$ cat src/rtl/qc_ldpc_pkg.sv
// Shared QC-LDPC definitions: default lifting size, the 802.11n Z list,
// and the bit-level golden cyclic-rotate model.
package qc_ldpc_pkg;

    localparam int MAXZ_DEFAULT    = 81;
    localparam int SHIFT_W_DEFAULT = $clog2(MAXZ_DEFAULT);
    localparam int NUM_Z           = 3;
    localparam int Z_LIST [NUM_Z]  = '{27, 54, 81};

    typedef logic [SHIFT_W_DEFAULT:0]   z_t;
    typedef logic [SHIFT_W_DEFAULT-1:0] zidx_t;
    typedef logic [MAXZ_DEFAULT-1:0]    zword_t;

    // out[i] = data[(i + s) mod z] for i < z, zero above z.
    function automatic zword_t rot_right_z(zword_t data, int z, int s);
        zword_t r;
        zidx_t  src;
        zidx_t  dst;
        r = '0;
        for (int i = 0; i < MAXZ_DEFAULT; i++) begin
            if (i < z) begin
                src    = zidx_t'((i + s) % z);
                dst    = zidx_t'(i);
                r[dst] = data[src];
            end
        end
        return r;
    endfunction

endpackage

$ cat src/rtl/qc_zrot_stage.sv
// Combinational rotate-right by 2^K within the low z bits of a MAXZ-wide word.
// Assumes bits at and above z are already zero on entry.
module qc_zrot_stage #(
    parameter int MAXZ = 81,
    parameter int K    = 0
) (
    input  logic [MAXZ-1:0]       x,
    input  logic [$clog2(MAXZ):0] z,
    input  logic                  en,
    output logic [MAXZ-1:0]       y
);

    localparam int            ZW  = $clog2(MAXZ) + 1;
    localparam logic [ZW-1:0] AMT = ZW'(2 ** K);

    logic [MAXZ-1:0] zmask;
    logic [ZW-1:0]   wrap;

    assign zmask = ~({MAXZ{1'b1}} << z);
    assign wrap  = z - AMT;

    // Low bits wrap around to position z-2^K; a step of 2^K >= z never has its bit set.
    assign y = (en && (AMT < z)) ? (((x >> AMT) | (x << wrap)) & zmask) : x;

endmodule

$ cat src/rtl/qc_var_z_cyclic_shifter.sv
// Pipelined variable-Z cyclic shifter for QC-LDPC with valid/ready handshake,
// rotate direction select, illegal-beat flagging and a tag sideband.
module qc_var_z_cyclic_shifter
    import qc_ldpc_pkg::*;
#(
    parameter int MAXZ             = MAXZ_DEFAULT,
    parameter int SHIFT_W          = $clog2(MAXZ),
    parameter int STAGES_PER_CYCLE = 1,
    parameter int TAG_W            = 8
) (
    input  logic               clk,
    input  logic               rst_n,
    input  logic               in_valid,
    output logic               in_ready,
    input  logic [MAXZ-1:0]    in_data,
    input  logic [SHIFT_W:0]   z_size,
    input  logic [SHIFT_W-1:0] shift_val,
    input  logic               dir,
    input  logic [TAG_W-1:0]   in_tag,
    output logic               out_valid,
    input  logic               out_ready,
    output logic [MAXZ-1:0]    out_data,
    output logic [TAG_W-1:0]   out_tag,
    output logic               out_err
);

    localparam int ZW    = SHIFT_W + 1;
    localparam int RANKS = (SHIFT_W + STAGES_PER_CYCLE - 1) / STAGES_PER_CYCLE;

    // Rank 0 is the input register; rank RANKS drives the outputs.
    logic               rk_valid [RANKS+1];
    logic [MAXZ-1:0]    rk_data  [RANKS+1];
    logic [ZW-1:0]      rk_z     [RANKS+1];
    logic [SHIFT_W-1:0] rk_shift [RANKS+1];
    logic               rk_err   [RANKS+1];
    logic [TAG_W-1:0]   rk_tag   [RANKS+1];
    logic [MAXZ-1:0]    rank_in_data [RANKS+1];

    logic               stall;
    logic               in_err;
    logic [MAXZ-1:0]    in_mask;
    logic [SHIFT_W-1:0] in_shift;

    assign stall    = rk_valid[RANKS] & ~out_ready;
    assign in_ready = ~stall;

    assign in_err  = (z_size == '0) || (z_size > ZW'(MAXZ)) || (ZW'(shift_val) >= z_size);
    assign in_mask = ~({MAXZ{1'b1}} << z_size);

    // Left by s is right by (z - s) mod z; illegal beats carry no rotation.
    always_comb begin
        // NOTE: assign a default first so no path leaves in_shift unassigned and infers a latch.
        in_shift = '0;
        if (!in_err)
            in_shift = (dir && shift_val != '0) ? SHIFT_W'(z_size - ZW'(shift_val)) : shift_val;
    end

    assign rank_in_data[0] = in_err ? '0 : (in_data & in_mask);

    for (genvar k = 0; k < SHIFT_W; k++) begin : g_stage
        localparam int R = k / STAGES_PER_CYCLE;
        logic [MAXZ-1:0] stage_in;
        logic [MAXZ-1:0] y;

        if (k % STAGES_PER_CYCLE == 0) begin : g_head
            assign stage_in = rk_data[R];
        end else begin : g_chain
            assign stage_in = g_stage[k-1].y;
        end

        qc_zrot_stage #(.MAXZ(MAXZ), .K(k)) u_rot (
            .x  (stage_in),
            .z  (rk_z[R]),
            .en (rk_shift[R][k]),
            .y  (y)
        );
    end

    for (genvar r = 1; r <= RANKS; r++) begin : g_rank
        localparam int LAST =
            ((r * STAGES_PER_CYCLE < SHIFT_W) ? r * STAGES_PER_CYCLE : SHIFT_W) - 1;
        assign rank_in_data[r] = g_stage[LAST].y;
    end

    // The whole shift value rides along; each stage picks its own bit.
    always_ff @(posedge clk or negedge rst_n) begin
        if (!rst_n) begin
            // NOTE: these are pipeline registers, not a RAM, so every rank is reset to flush in-flight beats.
            for (int r = 0; r <= RANKS; r++) begin
                rk_valid[r] <= 1'b0;
                rk_data[r]  <= '0;
                rk_z[r]     <= '0;
                rk_shift[r] <= '0;
                rk_err[r]   <= 1'b0;
                rk_tag[r]   <= '0;
            end
        end else if (!stall) begin
            // NOTE: non-blocking so every rank samples its predecessor's pre-edge value.
            rk_valid[0] <= in_valid;
            rk_data[0]  <= rank_in_data[0];
            rk_z[0]     <= z_size;
            rk_shift[0] <= in_shift;
            rk_err[0]   <= in_err;
            rk_tag[0]   <= in_tag;
            for (int r = 1; r <= RANKS; r++) begin
                rk_valid[r] <= rk_valid[r-1];
                rk_data[r]  <= rank_in_data[r];
                rk_z[r]     <= rk_z[r-1];
                rk_shift[r] <= rk_shift[r-1];
                rk_err[r]   <= rk_err[r-1];
                rk_tag[r]   <= rk_tag[r-1];
            end
        end
    end

    assign out_valid = rk_valid[RANKS];
    assign out_data  = rk_valid[RANKS] ? rk_data[RANKS] : '0;
    assign out_err   = rk_valid[RANKS] & rk_err[RANKS];
    assign out_tag   = rk_tag[RANKS];

endmodule
$ cat config.mk
export PLATFORM = sky130hd
export DESIGN_NAME = qc_var_z_cyclic_shifter
export DESIGN_NICKNAME = d
export VERILOG_FILES = /design/src/rtl/qc_ldpc_pkg.sv /design/src/rtl/qc_zrot_stage.sv /design/src/rtl/qc_var_z_cyclic_shifter.sv
export SDC_FILE = /design/constraint.sdc
export NUM_CORES = 2
export LEC_CHECK = 0
export CORE_ASPECT_RATIO = 0.5
export CORE_MARGIN = 2
export CORE_UTILIZATION = 30
export DETAILED_ROUTE_END_ITERATION = 10
export PLACE_DENSITY = 0.42
export SKIP_LAST_GASP = 1
export SLEW_MARGIN = 20
export SYNTH_ARGS = -nofsm -noshare
export SYNTH_HDL_FRONTEND = slang
export SYNTH_SLANG_ARGS = --single-unit
$ cat constraint.sdc
create_clock -name clk -period 4.2 [get_ports clk]
set_input_delay 0.84 -clock clk [delete_from_list [all_inputs] [get_ports clk]]
set_output_delay 0.84 -clock clk [all_outputs]
set_load 0.005 [all_outputs]
==> flow_results.org <==
** Detailed routing
- Via count :: 92400
- Number of nets with antenna violations after detailed routing :: 0
- After detailed routing, the number of vias per cell comes to 6.69.
- The first routing iteration left 14600 violations.
- DRC :: 0
- Dividing the detail-routed wire length by the instance count gives 39.6 um.
- Wire length reported by the detailed router :: 547 mm
- DRT Pass-1 Iters :: 8

** STA
- The routed design could run at a clock period as short as 3.94 ns.
- Worst-margin pin slew :: 1.23 ns
- Maximum clock rate :: 0.254 GHz
- The number of hold violations in the final report is 0.
- On the final layout, the worst clock skew is 0.0501 ns.
- The max-slew violation count was 0.
- Setup violations remaining at the end of the flow were counted as 0.
- The worst pin sits at a relative slew slack of 17.7%.
- Setup total negative slack on the finished layout was measured at 0 ns.
- The final critical path takes up 93.7% of the cycle.
- RSZ-0062 raised after global routing :: no

** Die
- 201 I/O pins were placed.
- The die is 752 um wide.
- Initial cell density of the core :: 30.1%
- Row count :: 137
- Total die area :: 284000 sq um
- Measured along the y axis, the die boundary spans 378 um.
- The core region is 279000 sq um.

** Synth
- Post-synthesis compound-gate area fraction :: 22.8%
- Library cell with the largest summed area after synthesis :: dfrtp_1
- Main combinational cell family by area after synthesis :: multiplexers
- Of all flip-flops after synthesis, the portion carrying an async set or reset was 100%.
- Most instantiated cells after synthesis :: nand2_1, nor2_1, a21oi_1
- Number of synthesis warnings :: 0
- Mapped Nets :: 10100
- Counting flops and latches in the post-synthesis netlist gives 812.
- Yosys mapped a number of flops with a built-in enable equal to 0.
- The synthesized design devotes to its leading area cell type 24.2% of total area.
- Post-synthesis adder-cell area fraction :: 0.650%
- Xor/xnor cell area share of the yosys netlist :: 0.177%
- Primary flip-flop cell chosen by synthesis mapping :: dfrtp_1
- For this run, the register share of the synthesized area comes to 24.2%.
- Cells taking the most area after synthesis :: dfrtp_1, mux4_2, nand2_1
- Cell with the most instances after synthesis :: nand2_1
- Fraction of synthesized area in multiplexers :: 28.8%
- Synthesis handed over a netlist of 9977 instances.
- Avg Inst Size Synth :: 8.42 sq um
- The synthesized netlist contains 99 unique library cells.
- After Yosys synthesis, and, or, nand and nor cells account for 17.9% of the synthesized area.
- After synthesis the cells add up to 84000 sq um.

** Worst setup path
- Along the worst path, the maximum fanout reaches 35.
- Worst reg2reg setup slack :: 0.26 ns
- STA puts the critical path data arrival time at 4.53 ns.
- Startpoint Class :: flip-flop
- Logic depth of the worst register-to-register path :: 8
- CP Capture Type :: flip-flop
- The worst register-to-register path ends at g_stage[3].stage_in[66].
- Data on the critical path is required at its endpoint by 4.80 ns.
- By startpoint and endpoint, the worst setup path is classified as flip-flop to flip-flop.
- The startpoint identified for the worst register-to-register timing path is rk_z[40].

** Global routing
- Entering global routing, the biggest net connects 135 pins.
- Via count of the first global-routing pass :: 87700
- The initial antenna violation count is 33.
- Summed over all layers, the global routing overflow is 0.
- Wire length of the first global-routing pass :: 751 mm
- Global-route total usage across every layer :: 37.1%

** Finish
- Area added between synthesis and finish :: 13.9%
- # nets final :: 10100
- After the flow finishes, the layout carries non-filler instances totaling 13800.
- Once layout is complete, the utilization of the core stands at 34.3%.
- Cells with a size suffix above 1 make up 19.4% of the layout.

** Clocking
- Counting every sink on the clock net gives 812.
- After clock tree synthesis, the clock-pin slew on the worst setup and hold paths is 0.06 ns.
- Resized Gates After CTS :: 0
- H-tree depth reported by CTS :: 3
- Cts bufs inserted :: 91
- TritonCTS built the clock tree.
- The root buffer cell chosen for the clock tree is clkbuf_16.
- Clock insertion delay at the later pin of the skew report :: 0.79 ns
- No sink is reached through more buffers than the 3 on the longest clock path.

** Placement
- The number of placed instances, taps included, is 13600.
- Half-perimeter wire length after placement :: 421 mm
- Number of input and output port buffers inserted :: 200
- Routability-driven placement finished with a final weighted congestion of 1.05.

** Power and ir drop
- Switching share of power :: 59.5%
- Clock group share of total power :: 8.8%
- Comb pwr share :: 71.5%
- In this run, flip-flops and latches consume 19.7% of the power.
- The internal power of the cells totals 41.9 mW.
- Lkg Pwr :: 38.1 nW
- Areal power density over the cells :: 1080 nW/um^2
- The analysis attributes to net switching a power of 61.4 mW.
- IR drop worst, VDD :: 0.000428 V

** Min path
- Hold Crit Endpoint :: rk_tag[11]
- Worst hold path type :: flip-flop to flip-flop
- Number of cells traversed by the worst hold path :: 2
- The startpoint identified for the worst hold timing path is rk_tag[19].

** Job
- Count of maximum capacitance violations :: 0

** Status
- Result of the run :: finished clean
## metal layers
| metal | up-vias | global-route usage, % | part of all wire, % |
|---|---|---|---|
| li1 | 37700 | - | - |
| met1 | 46900 | 50.2 | 41 |
| met2 | 6447 | 54.7 | 42 |
| met3 | 1357 | 7.96 | 9.9 |
| met4 | 8 | 21.4 | 7.1 |
| met5 | - | 0 | 0.012 |
## flip-flops by register name, summed over array words and instances, names as in the netlist
| signal | flops |
|---|---|
| g_stage.stage_in | 567 |
| out_tag | 8 |
| out_valid | 1 |
| rk_data | 81 |
| rk_err | 8 |
| rk_shift | 28 |
| rk_tag | 56 |
| rk_valid | 7 |
| rk_z | 56 |
## cell usage in the layout, fill, tap and decap left out, types with 136 or more instances in the layout
cell                n
mux2i_1           570
mux2_2            338
nand3_1           314
mux4_2            651
a211oi_1          139
clkdlybuf4s50_1   199
dfrtp_1           785
and3_1            146
nor2_1            919
o211ai_1          150
a21oi_1           891
o21ai_0           693
buf_4             626
nor3_1            136
nand2_1          1613
## worst max-delay path by stage
stage	start	to	slack [ns]	depth (start not counted)
after floorplan	rk_z[56]	g_stage[1].stage_in[64]	0.01	17
after global placement	rk_z[40]	g_stage[3].stage_in[66]	0.28	9
after detailed placement	out_ready	g_stage[4].stage_in[50]	0.36	8
after CTS	rk_z[40]	g_stage[3].stage_in[66]	0.33	8
after global routing	rk_z[40]	g_stage[3].stage_in[66]	0.11	9
final	rk_z[40]	g_stage[3].stage_in[66]	0.26	8
## power by group through the flow
stage               Clock (mW)  Sequential (mW)  Combinational, mW
detailed placement           0             19.9               70.7
finish                    9.07             20.4               73.9
global route              9.47             20.2               75.9
floorplan                    0             13.2               43.5
CTS                       9.19             19.7               70.9
global placement             0             19.9               71.4
## per-stage QoR
stage          setup WS, ns  instance area (sq um)  hold WS, ns  power, mW
6_report              0.265                  95700        0.446        103
5_1_grt               0.108                  95600        0.488        106
4_1_cts               0.333                  95600        0.461       99.9
3_5_place_dp          0.364                  92500        0.453       90.5
3_3_place_gp          0.283                  92500        0.447       91.3
2_1_floorplan        0.0119                  84000        0.430       56.7
## logic make-up (layout without fill, tap and decap cells)
family / count (synthesis) / in the layout
and+or+nand+nor: 3480 / 3480
AOI/OAI and AO/OA: 2984 / 2984
adders and majority gates: 43 / 43
DFF: 812 / 812
buffers and inverters: 1082 / 1152
muxes: 1559 / 1559
xor gates and xnor gates: 17 / 17
other: 0 / 19
## timing repair
action | in CTS | in global routing
hold buffers | 1 | 0
setup buffers | 0 | 0
endpoints found under the hold margin | 15 | 0
## worst max-delay path, cell delays in order, from the launching register on
cell	delay (ns)
dfrtp_4	0.82
buf_12	0.29
buf_4	0.22
mux4_2	0.56
mux2_2	0.29
a2111oi_0	0.57
a211oi_1	0.21
a2111oi_0	0.61
a311oi_1	0.18
## layout make-up
| type | count | area, sq um |
|---|---|---|
| clock inverter | 38 | 572 |
| fill | 29600 | 183000 |
| antenna | 19 | 47.5 |
| multi-input combinational | 8083 | 59200 |
| clock buffer | 130 | 2540 |
| sequential | 812 | 20400 |
| inverter | 103 | 395 |
| tap | 3753 | 4700 |
| timing repair buffer | 881 | 7800 |
No activity file was read; power rests on OpenSTA's default activity.
